===== config.mk =====
export PLATFORM = sky130hd
export DESIGN_NAME = add64_arbiter
export DESIGN_NICKNAME = d
export VERILOG_FILES = /design/src/rtl/add64_arbiter.sv
export SDC_FILE = /design/constraint.sdc
export NUM_CORES = 1
export LEC_CHECK = 0
export CORE_MARGIN = 2
export CORE_UTILIZATION = 50
export CTS_CLUSTER_SIZE = 10
export DETAILED_ROUTE_END_ITERATION = 12
export PLACE_DENSITY = 0.86
export SLEW_MARGIN = 20
export SYNTH_ARGS = -nofsm -noshare
export SYNTH_HDL_FRONTEND = slang
export SYNTH_SLANG_ARGS = --single-unit

===== constraint.sdc =====
create_clock -name clk -period 9.97 [get_ports clk]
set_input_delay 0.997 -clock clk [delete_from_list [all_inputs] [get_ports clk]]
set_output_delay 0.997 -clock clk [all_outputs]
set_load 0.02 [all_outputs]

===== src/rtl/add64_arbiter.sv =====
// rtl/add64_arbiter.sv - two-requester arbiter sequencing one 16-bit CLA over four passes for 64-bit adds
//
// Purpose:
//   Grants one of two requesters (round-robin on ties), latches its operands
//   and carry-in, then drives a single cla16bit slice for four cycles, least
//   significant chunk first, chaining the carry through a register. The result
//   is presented with a one-cycle done/ack pulse.
//
// Ports:
//   clk, rst          clock, asynchronous active-high reset
//   req0, a0, b0, cin0   requester 0 request (held until ack0), operands, carry-in
//   req1, a1, b1, cin1   requester 1 request (held until ack1), operands, carry-in
//   ack0, ack1        one-cycle result-valid pulse per requester
//   done              one-cycle pulse, ack0 | ack1
//   gnt_id            requester currently or last served
//   busy              high while computing and during the done cycle
//   sum, cout         64-bit result and carry out of bit 63, valid while done

module add64_arbiter (
    input  logic        clk,
    input  logic        rst,
    input  logic        req0,
    input  logic [63:0] a0,
    input  logic [63:0] b0,
    input  logic        cin0,
    input  logic        req1,
    input  logic [63:0] a1,
    input  logic [63:0] b1,
    input  logic        cin1,
    output logic        ack0,
    output logic        ack1,
    output logic        done,
    output logic        gnt_id,
    output logic        busy,
    output logic [63:0] sum,
    output logic        cout
);

    typedef enum logic [1:0] {
        S_IDLE = 2'd0,
        S_CALC = 2'd1,
        S_DONE = 2'd2
    } state_t;

    state_t      state_q, state_d;
    logic [1:0]  idx_q, idx_d;
    logic        carry_q, carry_d;
    logic        prio_q, prio_d;     // requester favoured when both request
    logic [63:0] a_q, a_d;
    logic [63:0] b_q, b_d;
    logic        cin_q, cin_d;
    logic        gnt_q, gnt_d;
    logic [63:0] sum_q, sum_d;
    logic        cout_q, cout_d;
    logic        ack0_q, ack0_d;
    logic        ack1_q, ack1_d;
    logic        done_q, done_d;
    logic        busy_q, busy_d;

    logic        win;
    logic [5:0]  chunk_lsb;
    logic [15:0] add_a, add_b, add_s;
    logic        add_ci, add_co;

    // Contention goes to the favoured requester; otherwise whoever asks.
    assign win = (req0 && req1) ? prio_q : req1;

    assign chunk_lsb = {idx_q, 4'b0000};
    assign add_a     = a_q[chunk_lsb +: 16];
    assign add_b     = b_q[chunk_lsb +: 16];
    // First pass takes the requester's carry-in; later passes chain the slice carry.
    assign add_ci    = (idx_q == 2'd0) ? cin_q : carry_q;

    cla16bit u_cla (
        .a_i (add_a),
        .b_i (add_b),
        .c_i (add_ci),
        .s_o (add_s),
        .c_o (add_co)
    );

    always_comb begin
        state_d = state_q;
        idx_d   = idx_q;
        carry_d = carry_q;
        prio_d  = prio_q;
        a_d     = a_q;
        b_d     = b_q;
        cin_d   = cin_q;
        gnt_d   = gnt_q;
        sum_d   = sum_q;
        cout_d  = cout_q;
        busy_d  = busy_q;
        ack0_d  = 1'b0;
        ack1_d  = 1'b0;
        done_d  = 1'b0;

        case (state_q)
            S_IDLE: begin
                if (req0 || req1) begin
                    gnt_d   = win;
                    prio_d  = ~win;
                    a_d     = win ? a1 : a0;
                    b_d     = win ? b1 : b0;
                    cin_d   = win ? cin1 : cin0;
                    idx_d   = 2'd0;
                    busy_d  = 1'b1;
                    state_d = S_CALC;
                end
            end
            S_CALC: begin
                sum_d[chunk_lsb +: 16] = add_s;
                carry_d = add_co;
                idx_d   = idx_q + 2'd1;
                if (idx_q == 2'd3) begin
                    cout_d  = add_co;
                    done_d  = 1'b1;
                    ack0_d  = ~gnt_q;
                    ack1_d  = gnt_q;
                    state_d = S_DONE;
                end
            end
            S_DONE: begin
                busy_d  = 1'b0;
                state_d = S_IDLE;
            end
            default: begin
                busy_d  = 1'b0;
                state_d = S_IDLE;
            end
        endcase
    end

    always_ff @(posedge clk or posedge rst) begin
        if (rst) begin
            state_q <= S_IDLE;
            idx_q   <= 2'd0;
            carry_q <= 1'b0;
            prio_q  <= 1'b0;
            a_q     <= 64'd0;
            b_q     <= 64'd0;
            cin_q   <= 1'b0;
            gnt_q   <= 1'b0;
            sum_q   <= 64'd0;
            cout_q  <= 1'b0;
            ack0_q  <= 1'b0;
            ack1_q  <= 1'b0;
            done_q  <= 1'b0;
            busy_q  <= 1'b0;
        end else begin
            state_q <= state_d;
            idx_q   <= idx_d;
            carry_q <= carry_d;
            prio_q  <= prio_d;
            a_q     <= a_d;
            b_q     <= b_d;
            cin_q   <= cin_d;
            gnt_q   <= gnt_d;
            sum_q   <= sum_d;
            cout_q  <= cout_d;
            ack0_q  <= ack0_d;
            ack1_q  <= ack1_d;
            done_q  <= done_d;
            busy_q  <= busy_d;
        end
    end

    assign ack0   = ack0_q;
    assign ack1   = ack1_q;
    assign done   = done_q;
    assign gnt_id = gnt_q;
    assign busy   = busy_q;
    assign sum    = sum_q;
    assign cout   = cout_q;

endmodule

// 16-bit carry-lookahead adder: four 4-bit groups with a second lookahead level.
//   a_i, b_i  addends
//   c_i       carry in
//   s_o       sum
//   c_o       carry out of bit 15
module cla16bit (
    input  logic [15:0] a_i,
    input  logic [15:0] b_i,
    input  logic        c_i,
    output logic [15:0] s_o,
    output logic        c_o
);

    logic [15:0] p, g, c;
    logic [3:0]  gp, gg;
    logic [4:0]  gc;

    assign p = a_i ^ b_i;
    assign g = a_i & b_i;

    genvar k;
    generate
        for (k = 0; k < 4; k++) begin : g_grp
            localparam int B = 4 * k;
            assign gp[k] = &p[B+3:B];
            assign gg[k] = g[B+3]
                         | (p[B+3] & g[B+2])
                         | (p[B+3] & p[B+2] & g[B+1])
                         | (p[B+3] & p[B+2] & p[B+1] & g[B]);
            assign c[B]   = gc[k];
            assign c[B+1] = g[B] | (p[B] & gc[k]);
            assign c[B+2] = g[B+1] | (p[B+1] & g[B]) | (p[B+1] & p[B] & gc[k]);
            assign c[B+3] = g[B+2] | (p[B+2] & g[B+1]) | (p[B+2] & p[B+1] & g[B])
                          | (p[B+2] & p[B+1] & p[B] & gc[k]);
        end
    endgenerate

    // Group carries fully expanded so no group waits on the previous one.
    assign gc[0] = c_i;
    assign gc[1] = gg[0] | (gp[0] & c_i);
    assign gc[2] = gg[1] | (gp[1] & gg[0]) | (gp[1] & gp[0] & c_i);
    assign gc[3] = gg[2] | (gp[2] & gg[1]) | (gp[2] & gp[1] & gg[0])
                 | (gp[2] & gp[1] & gp[0] & c_i);
    assign gc[4] = gg[3] | (gp[3] & gg[2]) | (gp[3] & gp[2] & gg[1])
                 | (gp[3] & gp[2] & gp[1] & gg[0])
                 | (gp[3] & gp[2] & gp[1] & gp[0] & c_i);

    assign s_o = p ^ c;
    assign c_o = gc[4];

endmodule


Yosys cells after proc, flatten, opt, wreduce, memory -nomap -nowiden
Cells that the tools add are included.

Flip-flop bits (word level): 205. Input bits: 262. Output and inout bits: 70. Logic and storage cells: 181.

Add/sub/neg operators: 2. Eq/ne operators: 4. Shifts and indexed selects: 4. Multiplexer cells: 19. Bitwise operators: 124. Reductions and logical operators: 14.

Operators with widths (number): $mux 64 (2); $shiftx 64x7->16 (2); $and 1x1->1 (72); $bwmux 64 (1); $shift 16x8->64 const A (1); $shiftx 16x8->64 (1); $or 1x1->1 (46); $xor 16x16->16 (2); $and 16x16->16 (1); $reduce_and 4->1 (4); $mux 1 (10); $reduce_and 2->1 (5); $neg 6->8 (1); $pmux 2 s2 (2); $mux 2 (3); $logic_not 2->1 (2); $ne 2x2->1 const B (2); $not 1->1 (3); $add 2x1->2 const B (1); $eq 2x1->1 const B (1); $eq 2x2->1 const B (1); $pmux 1 s2 (1); $reduce_bool 2->1 (1); $logic_and 1x1->1 (1); $logic_or 1x1->1 (1).

Logic depth before layout (Yosys ltp)
Gate-level depths: netlist (run 1).

Word-level depth: 15. Gate-level depth with buffers: 12. Depth with buffers taken out: 10.

Cells and area by module
A second synthesis (run 1) with hierarchy kept.

Cell total of the unflattened synthesis: 830. Area, all modules: 10241.1 um2.

Modules (own cells, without submodules): add64_arbiter (times used 1, cells each 750, area an instance 9567.9 um2, sequential area each 5129.9 um2); cla16bit (times used 1, cells each 80, area an instance 673.1 um2, sequential area each 0.0 um2).

Least setup slack after synthesis (run 1)
No wires, ideal clock.

Kind: reg2reg. Start point: register idx_q[0]. End point: register sum_q[29] (netlist: sum[29]). Library setup time: 0.132 ns. Data arrival time: 3.614 ns. Required time: 9.838 ns. Path slack: 6.224 ns. Cell stages (with the launch flop): 13. Path buffers: 2. Clock period less this slack: 3.746 ns. Cell sequence: dfrtp_1 -> buf_2 -> buf_2 -> mux4_2 -> ha_1 -> a21o_1 -> a21o_1 -> a22oi_1 -> o31ai_1 -> or2_2 -> fa_1 -> xnor2_1 -> o21ai_0.

Cells in the longest elaborated chain, start to end: 15. Elaborated cells on any way between the ends: 113. Those cells by class: add/sub: 1; shift: 4; mux: 2; bitwise: 102; reduce/logical: 4.

Ends and longest elaborated chain: start, declared (RTL line 46) `logic [1:0] idx_q, idx_d;`; start signal, assigned (RTL line 152) `idx_q <= idx_d;`; $shiftx 64x7->16 (on tied branches) (RTL line 69, 70); $xor 16x16->16 / $and 16x16->16 (equally long branches) (RTL line 195, 196); $and 1x1->1 (on tied branches) (RTL line 204, 205, 206); $or 1x1->1 (tied with other cells) (RTL line 204) `| (p[B+3] & g[B+2])`; $or 1x1->1 / $and 1x1->1 (equally long branches) (RTL line 205, 206); $or 1x1->1 (RTL line 206) `| (p[B+3] & p[B+2] & p[B+1] & g[B]);`; $and 1x1->1 (RTL line 219) `assign gc[3] = gg[2] | (gp[2] & gg[1]) | (gp[2] & gp[1] & gg[0])`; $or 1x1->1 (2 in a row) (RTL line 219); $or 1x1->1 (RTL line 220) `| (gp[2] & gp[1] & gp[0] & c_i);`; $and 1x1->1 (on tied branches) (RTL line 208, 209, 211); $or 1x1->1 (on tied branches) (RTL line 208, 209, 211); $xor 16x16->16 (RTL line 225) `assign s_o = p ^ c;`; $shiftx 16x8->64 (RTL line 112) `sum_d[chunk_lsb +: 16] = add_s;`; $bwmux 64 * (RTL line 112); end signal, assigned (RTL line 159) `sum_q <= sum_d;`; end, declared (RTL line 53) `logic [63:0] sum_q, sum_d;`.

Mark *: on every way between the ends. The rest lies on a longest branch, timed or not. A chain may end at the register's enable or synchronous reset.

Worst setup path in the final report (run 1)
Start point: register idx_q[0]. End point: register sum_q[45] (netlist: sum[45]).

Same word-level chain as after synthesis.

==> impl_metrics.env, run 1 <==
export IMPL_grt_pass1_vias=8628
export IMPL_wire_per_inst_um=20.4
export IMPL_synth_flop_cell="dfrtp_1"
export IMPL_synth_async_sr_flop_share=1.00
export IMPL_outcome="finished clean"
export IMPL_slew_violations=0
export IMPL_worstPathRequired_ns=10.33
export IMPL_placed_cells=1468
export IMPL_detailed_place_hpwl_mm=22.5
export IMPL_critPathMostFrequentCell="a21o_1"
export IMPL_postCtsHoldBufs=0
export IMPL_vias=8341
export IMPL_worstSetupEndpoint="sum[45]"
export IMPL_first_pass_iters=4
export IMPL_drive_gt1_frac=0.0628
export IMPL_rsz0062_at_grt="false"
export IMPL_fin_setup_tns_ns=0
export IMPL_path_max_fanout=41
export IMPL_synth_edff_count=0
export IMPL_post_route_period_util=0.435
export IMPL_yosysSeqAreaShare=0.506
export IMPL_die_w_um=146
export IMPL_syn_num_nets=1206
export IMPL_path_cells="buf_4 > mux4_2 > ha_1 > a21o_1 > a21o_1 > a22oi_1 > o31ai_1 > or2_2 > fa_1 > xnor2_1 > o21ai_0"
export IMPL_rr_worst_depth=11
export IMPL_cts_root_buffer="clkbuf_16"
export IMPL_grt_total_usage=0.282
export IMPL_setup_viol=0
export IMPL_n_fill_cell=1474
export IMPL_cp_top_family="compound AO/OA/AOI/OAI gates"
export IMPL_wl_mm=30.4
export IMPL_via_per_inst=5.58
export IMPL_ir_drop_mv=0.264
export IMPL_slowest_stage="mux4_2"
export IMPL_max_freq_mhz=230
export IMPL_worstHoldStart="b_q[21]"
export IMPL_grt_pass1_wl_mm=47.0
export IMPL_clock_latency_ns=0.51
export IMPL_synthCells=918
export IMPL_instances_no_fill=1496
export IMPL_cts_max_level=1
export IMPL_ys_warn_count=0
export IMPL_area_growth_syn_to_layout_pct=41.0
export IMPL_worstPathArrival_ns=4.70
export IMPL_grt_overflow=0
export IMPL_syn_avg_cell_area_um2=11.0
export IMPL_tightest_slew_ns=1.13
export IMPL_timing_rr_end="sum[45]"
export IMPL_die_h_um=146
export IMPL_antenna_left=0
export IMPL_yosys_cell_types_count=44
export IMPL_cp_slowest_stage_delay_ns=0.67
export IMPL_cts_max_path_buffers=3
export IMPL_cts_inserted_buffers=24
export IMPL_diodes=0
export IMPL_maxCapViolCount=0
export IMPL_final_cell_mix="clkdlybuf4s50_1, dfrtp_1, nand2_1, o21ai_0, mux2i_1"
export IMPL_clock_sinks=205
export IMPL_layout_min_cycle_time_ns=4.34
export IMPL_fp_coreArea_um2=20000
export IMPL_final_nets=1512
export IMPL_drtIter0Drc=510
export IMPL_place_gp_congestion=0.792
export IMPL_power_density_nw_per_um2=334
export IMPL_end_kind="register"
export IMPL_path_clk_slew_ns=0.06
export IMPL_ys_ff_latch=205
export IMPL_layout_commonest_cell="clkdlybuf4s50_1"
export IMPL_r2r_start="idx_q[0]"
export IMPL_die_area_um2=21400
export IMPL_initial_core_util=0.506
export IMPL_cts_resized=0
export IMPL_hold_viol=0
export IMPL_grt_max_degree=139
export IMPL_start_kind="register"
export IMPL_postCtsSetupBuffers=0
export IMPL_slew_headroom=0.245
export IMPL_r2r_slack_ns=5.63
export IMPL_setup_worst_path_class="register to register"
export IMPL_port_buffers=331
export IMPL_fin_worst_skew_ns=0.0133
export IMPL_leakagePower_nw=6.50
export IMPL_worstHoldPathType="register to register"
export IMPL_num_rows=52
export IMPL_crit_cells=11
export IMPL_drc=0
export IMPL_io_pins=332
export IMPL_synth_area_um2=10100
export IMPL_cts_tree="built"
export IMPL_grt_antenna_before_repair=0
export IMPL_path_buf_inv=1
export IMPL_cp_startpoint="idx_q[0]"
## stage by stage
step                worst slack, ns  instance area, µm²  power [mW]  utilization  hold slack [ns]
CTS                            5.63               14300        4.78        0.713            0.478
finish                         5.63               14300        4.78        0.713            0.474
global placement               5.71               13600        3.91        0.680            0.455
global route                   5.41               14300        5.08        0.713            0.500
floorplan                      3.38               10100        3.06            -            0.445
detailed placement             5.67               13600        3.98        0.680            0.467
## kinds of logic (layout without fill, tap and decap cells)
logic type      after synthesis  count (layout)  share of synthesized area
compound gates              236             236                      0.138
mux                         163             163                      0.201
buf+inv                      67             375                     0.0269
fa+ha+maj                    26              26                     0.0351
flops                       205             205                      0.506
xor+xnor                     10              10                    0.00939
simple gates                211             211                     0.0837
## worst min path at each step
stage | to | cells after the start | slack, ns
after floorplan | a_q[32] | 2 | 0.44
after global placement | a_q[47] | 2 | 0.46
after detailed placement | b_q[21] | 2 | 0.47
after CTS | b_q[21] | 2 | 0.48
after global routing | a_q[62] | 2 | 0.50
final | b_q[21] | 2 | 0.47
## flip-flops by register name, indices dropped and copies added (netlist names)
register / cells
a_q: 64
ack0: 1
ack1: 1
b_q: 64
busy: 1
carry_q: 1
cin_q: 1
cout: 1
done: 1
gnt_id: 1
idx_q: 2
prio_q: 1
state_q: 2
sum: 64
## tightest hold or removal path, stage by stage, from the launching register on
cell and delay, ns:
dfrtp_1 0.34, nand2_1 0.04, o21ai_0 0.06
## cells in the mapped netlist, types with 4 or more instances
master / count / area (µm²)
clkbuf_1: 34 / 128
nand2_1: 170 / 638
o21ai_0: 163 / 816
nor2_1: 20 / 75.1
a22o_1: 36 / 315
buf_2: 17 / 85.1
a21oi_1: 12 / 60.1
buf_1: 6 / 22.5
fa_1: 4 / 80.1
dfrtp_1: 205 / 5130
mux2i_1: 131 / 1310
inv_1: 10 / 37.5
mux4_2: 32 / 721
ha_1: 22 / 275
xnor2_1: 6 / 52.6
a21o_1: 4 / 30.0
a32o_1: 4 / 40.0
## cell type report
type,count,area (µm²),share of cell area
flip-flops and latches,205,5130,0.359
multi-input cells,646,4750,0.332
repair buffers,337,3360,0.235
clock buffers,27,633,0.0443
well taps,270,338,0.0236
inverters,10,45.0,0.00315
clock inverters,1,30.0,0.00210
## layer usage
metal	vias up	track usage	wire length, µm
li1	3892	-	-
met1	4019	0.355	11900
met2	367	0.490	15400
met3	63	0.0531	2060
met4	0	0.102	1120
met5	-	0	0
## power breakdown
group	internal, mW	switching, mW
Combinational	1.06	1.48
Clock	0.466	0.317
Sequential	1.20	0.252
Total	2.73	2.05
Power figures use the tool's default switching activity.
==> run 2: changes to the inputs <==
--- a/config.mk
+++ b/config.mk
@@ -6,10 +6,10 @@
 export NUM_CORES = 1
 export LEC_CHECK = 0
 export CORE_MARGIN = 2
-export CORE_UTILIZATION = 50
+export CORE_UTILIZATION = 47
 export CTS_CLUSTER_SIZE = 10
 export DETAILED_ROUTE_END_ITERATION = 12
-export PLACE_DENSITY = 0.86
+export PLACE_DENSITY = 0.82
 export SLEW_MARGIN = 20
 export SYNTH_ARGS = -nofsm -noshare
 export SYNTH_HDL_FRONTEND = slang
==> constraint.sdc (replaced) <==
create_clock -name clk -period 4 [get_ports clk]
set_input_delay 0.4 -clock clk [delete_from_list [all_inputs] [get_ports clk]]
set_output_delay 0.4 -clock clk [all_outputs]
set_load 0.02 [all_outputs]
==> impl_metrics.env, run 2 (synthesis gave the netlist of run 1 again) <==
export IMPL_wire_per_inst_um=19.8
export IMPL_grt_antenna_before_repair=0
export IMPL_report_power_total_mw=12.0
export IMPL_placed_area_um2=13800
export IMPL_num_rows=53
export IMPL_finish_utilization=0.685
export IMPL_drc=0
export IMPL_grt_pass1_wl_mm=45.0
export IMPL_grt_max_degree=206
export IMPL_start_kind="register"
export IMPL_detailed_place_hpwl_mm=23.1
export IMPL_path_cells="buf_4 > mux4_2 > ha_1 > a21o_1 > a21o_1 > a22oi_1 > o31ai_1 > or2_2 > fa_1 > xnor2_1 > o21ai_0"
export IMPL_end_kind="register"
export IMPL_wl_mm=29.9
export IMPL_worstPathArrival_ns=4.07
export IMPL_rr_worst_depth=11
export IMPL_timing_rr_end="sum[29]"
export IMPL_cts_resized=0
export IMPL_slew_headroom=0.392
export IMPL_hold_viol=0
export IMPL_critPathMostFrequentCell="a21o_1"
export IMPL_io_pins=332
export IMPL_r2r_slack_ns=0.29
export IMPL_fin_setup_tns_ns=0
export IMPL_slew_violations=0
export IMPL_final_cell_mix="clkdlybuf4s50_1, dfrtp_1, nand2_1, o21ai_0, mux2i_1"
export IMPL_post_route_cell_area_um2=14400
export IMPL_cts_max_path_buffers=3
export IMPL_die_h_um=151
export IMPL_grt_pass1_vias=8364
export IMPL_leakagePower_nw=6.57
export IMPL_die_w_um=151
export IMPL_setup_worst_path_class="register to register"
export IMPL_max_freq_mhz=270
export IMPL_drtIter0Drc=592
export IMPL_clock_latency_ns=0.50
export IMPL_worstHoldPathType="input pin to async pin"
export IMPL_power_density_nw_per_um2=830
export IMPL_outcome="finished clean"
export IMPL_ir_drop_mv=0.494
export IMPL_instances_no_fill=1516
export IMPL_drive_gt1_frac=0.0725
export IMPL_maxCapViolCount=0
export IMPL_area_growth_syn_to_layout_pct=42.5
export IMPL_slowest_stage="mux4_2"
export IMPL_worstPathRequired_ns=4.37
export IMPL_fp_coreArea_um2=21100
export IMPL_cts_tree="built"
export IMPL_path_clk_slew_ns=0.06
export IMPL_port_buffers=331
export IMPL_cts_max_level=1
export IMPL_final_nets=1525
export IMPL_placed_cells=1485
export IMPL_grt_total_usage=0.260
export IMPL_cp_slowest_stage_delay_ns=0.54
export IMPL_postCtsSetupBuffers=0
export IMPL_worst_slack_ns=0.292
export IMPL_cts_root_buffer="clkbuf_16"
export IMPL_postCtsHoldBufs=0
export IMPL_clock_sinks=205
export IMPL_dp_slack_ns=0.364
export IMPL_initial_core_util=0.480
export IMPL_diodes=0
export IMPL_via_per_inst=5.52
export IMPL_vias=8372
export IMPL_rsz0062_at_grt="false"
export IMPL_tightest_slew_ns=0.911
export IMPL_grt_overflow=0
export IMPL_setup_viol=0
export IMPL_path_max_fanout=10
export IMPL_first_pass_iters=5
export IMPL_die_area_um2=22700
export IMPL_layout_commonest_cell="clkdlybuf4s50_1"
export IMPL_layout_min_cycle_time_ns=3.71
export IMPL_antenna_left=0
export IMPL_fin_hold_ws_ns=0.356
export IMPL_place_gp_congestion=0.879
export IMPL_fin_worst_skew_ns=0.00823
export IMPL_cts_inserted_buffers=24
export IMPL_post_route_period_util=0.927
export IMPL_r2r_start="idx_q[0]"
-- run 2: changes by cell type in the layout (fill, tap and decap cells not counted), sizes merged --
cell      before  now
bufinv         1    0
inv           10    9
clkinvlp       0    1
clkinv         0    1
buf            6   19
clkbuf        27   29
-- run 2: layout make-up --
| cell class | count | area, µm² |
|---|---|---|
| fill | 1600 | 6650 |
| sequential | 205 | 5130 |
| multi-input combinational | 646 | 4750 |
| timing repair buffer | 350 | 3530 |
| clock buffer | 29 | 641 |
| tap | 275 | 344 |
| inverter | 10 | 41.3 |
| clock inverter | 1 | 5.00 |
-- run 2: metal layers --
| layer | part of all wire | global-route usage | routed length [µm] |
|---|---|---|---|
| met1 | 0.41 | 0.350 | 12100 |
| met2 | 0.51 | 0.446 | 15200 |
| met3 | 0.062 | 0.0349 | 1850 |
| met4 | 0.026 | 0.0720 | 779 |
| met5 | 0 | 0 | 0 |
-- run 2: report_power, final --
part / total, mW / internal, mW / switching, mW / leakage [nW]
Sequential: 3.59 / 2.99 / 0.593 / 2.61
Combinational: 6.52 / 2.75 / 3.76 / 3.64
Clock: 1.88 / 1.11 / 0.778 / 0.317
Total: 12.0 / 6.85 / 5.14 / 6.57
-- run 2: worst max-delay path: cells and delay by family (launching register included) --
| family | cells | cell delay, ns |
|---|---|---|
| AOI/OAI and AO/OA | 5 | 0.98 |
| xor gates and xnor gates | 1 | 0.31 |
| adders and majority gates | 2 | 0.81 |
| buffers and inverters | 1 | 0.22 |
| DFF | 1 | 0.40 |
| muxes | 1 | 0.54 |
| and+or+nand+nor | 1 | 0.31 |
-- run 2: worst max-delay path by stage --
stage / start / to / slack [ns]
after floorplan: idx_q[0] / sum[29] / 0.25
after global placement: idx_q[0] / sum[29] / 0.44
after detailed placement: idx_q[0] / sum[29] / 0.36
after CTS: idx_q[0] / sum[29] / 0.29
after global routing: idx_q[0] / sum[29] / 0.03
final: idx_q[0] / sum[29] / 0.29
==> run 3: changes to the inputs <==
==> constraint.sdc (replaced) <==
create_clock -name clk -period 3.6 [get_ports clk]
set_input_delay 0.36 -clock clk [delete_from_list [all_inputs] [get_ports clk]]
set_output_delay 0.36 -clock clk [all_outputs]
set_load 0.02 [all_outputs]
==> impl_metrics.env, run 3 (synthesis gave the netlist of run 1 again) <==
export IMPL_report_power_total_mw=13.7
export IMPL_grt_max_degree=110
export IMPL_path_clk_slew_ns=0.05
export IMPL_grt_pass1_vias=8436
export IMPL_drive_gt1_frac=0.0878
export IMPL_wire_per_inst_um=19.8
export IMPL_clock_sinks=205
export IMPL_cts_root_buffer="clkbuf_16"
export IMPL_fin_worst_skew_ns=0.00876
export IMPL_outcome="finished clean"
export IMPL_post_route_cell_area_um2=14600
export IMPL_final_nets=1537
export IMPL_cts_max_level=1
export IMPL_grt_antenna_before_repair=0
export IMPL_ir_drop_mv=0.654
export IMPL_power_density_nw_per_um2=940
export IMPL_layout_commonest_cell="clkdlybuf4s50_1"
export IMPL_p_sw_frac=0.424
export IMPL_cts_inserted_buffers=24
export IMPL_max_freq_mhz=290
export IMPL_die_h_um=151
export IMPL_fp_coreArea_um2=21100
export IMPL_first_pass_iters=5
export IMPL_internal_power_mw=7.91
export IMPL_worstPathArrival_ns=3.84
export IMPL_p_clk_frac=0.153
export IMPL_leakagePower_nw=6.65
export IMPL_die_area_um2=22700
export IMPL_wl_mm=30.2
export IMPL_slew_violations=0
export IMPL_drc=0
export IMPL_start_kind="register"
export IMPL_cts_tree="built"
export IMPL_vias=8446
export IMPL_end_kind="register"
export IMPL_setup_worst_path_class="register to register"
export IMPL_initial_core_util=0.480
export IMPL_maxCapViolCount=0
export IMPL_fin_setup_tns_ns=0
export IMPL_hold_viol=0
export IMPL_slew_headroom=0.394
export IMPL_grt_pass1_wl_mm=45.7
export IMPL_final_cell_mix="clkdlybuf4s50_1, dfrtp_1, nand2_1, o21ai_0, mux2i_1"
export IMPL_worstHoldPathType="input pin to async pin"
export IMPL_io_pins=332
export IMPL_detailed_place_hpwl_mm=23.3
export IMPL_cts_max_path_buffers=3
export IMPL_port_buffers=331
export IMPL_combPwrFrac=0.555
export IMPL_path_buf_inv=2
export IMPL_worstPathRequired_ns=3.98
export IMPL_tightest_slew_ns=0.907
export IMPL_area_growth_syn_to_layout_pct=44.2
export IMPL_path_cells="buf_12 > buf_4 > mux4_2 > ha_1 > nand2_1 > o211a_1 > or2_1 > o31ai_1 > or2_2 > fa_1 > a22o_1"
export IMPL_clock_latency_ns=0.50
export IMPL_post_route_period_util=0.959
export IMPL_slowest_stage="mux4_2"
export IMPL_drtIter0Drc=670
export IMPL_die_w_um=151
export IMPL_via_per_inst=5.53
export IMPL_num_rows=53
export IMPL_place_gp_congestion=0.916
export IMPL_cp_top_family="adder cells"
export IMPL_layout_min_cycle_time_ns=3.45
export IMPL_r2r_slack_ns=0.15
export IMPL_grt_total_usage=0.262
export IMPL_power_switching_mw=5.82
export IMPL_diodes=0
export IMPL_path_max_fanout=11
export IMPL_grt_overflow=0
export IMPL_placed_area_um2=13900
export IMPL_p_seq_frac=0.292
export IMPL_cp_slowest_stage_delay_ns=0.53
export IMPL_antenna_left=0
export IMPL_setup_viol=0
export IMPL_n_fill_cell=1567
==> run 3: changes by cell type in the layout (fill, tap and decap cells not counted), sizes merged <==
cell    previous run  this run
clkbuf            29        30
buf               19        31
clkinv             1         0
==> run 3: worst reg2reg max path, delay by kind of cell, from the launching register on <==
family,cells,cell delay (ns)
fa+ha+maj,2,0.77
compound gates,3,0.75
mux,1,0.53
simple gates,3,0.53
flops,1,0.47
buf+inv,2,0.30
==> run 3: what timing repair did <==
action / CTS / global route
endpoints found under the setup margin: 4 / 12
pin swaps: 0 / 2
hold buffers: 0 / 0
resized for setup: 2 / 5
buffers inserted: 0 / 6
==> run 3: cell type report <==
type / count / area [µm²] / share of cell area
tap: 275 / 344 / 0.0235
inverter: 10 / 41.3 / 0.00283
sequential: 205 / 5130 / 0.351
clock buffer: 30 / 664 / 0.0455
multi-input combinational: 646 / 4800 / 0.328
timing repair buffer: 362 / 3630 / 0.249
==> run 3: stage by stage <==
step	hold WS, ns	cells	util	setup WS [ns]
after floorplan	0.445	918	-	0.0142
after global placement	0.457	1492	0.657	0.0924
after detailed placement	0.467	1492	0.657	0.0109
after CTS	0.426	1522	0.689	0.0469
after global routing	0.466	1528	0.693	-0.0172
final	0.407	1528	0.693	0.149
==> run 3: path summary, 6_finish.rpt <==
check                               end  startpoint  cells after the start
min in group clk                a_q[47]     a_q[47]                      2
worst min register to register  a_q[47]     a_q[47]                      2
worst max register to register  sum[12]    idx_q[0]                     11
max in group asynchronous       a_q[28]         rst                      3
worst max-delay path            sum[12]    idx_q[0]                     11
worst min-delay path            sum[39]         rst                      2
==> run 3: power by group through the flow <==
stage	clock network, mW	logic [mW]	registers [mW]
floorplan	0	4.44	4.06
global placement	0	6.98	3.99
detailed placement	0	7.25	4.01
CTS	2.12	7.39	4.00
global route	2.23	8.25	4.12
finish	2.10	7.62	4.01
==> run 3: layer usage <==
metal,share of wire,track usage
met2,0.52,0.456
met3,0.066,0.0407
met4,0.021,0.0659
met5,0,0
met1,0.40,0.346
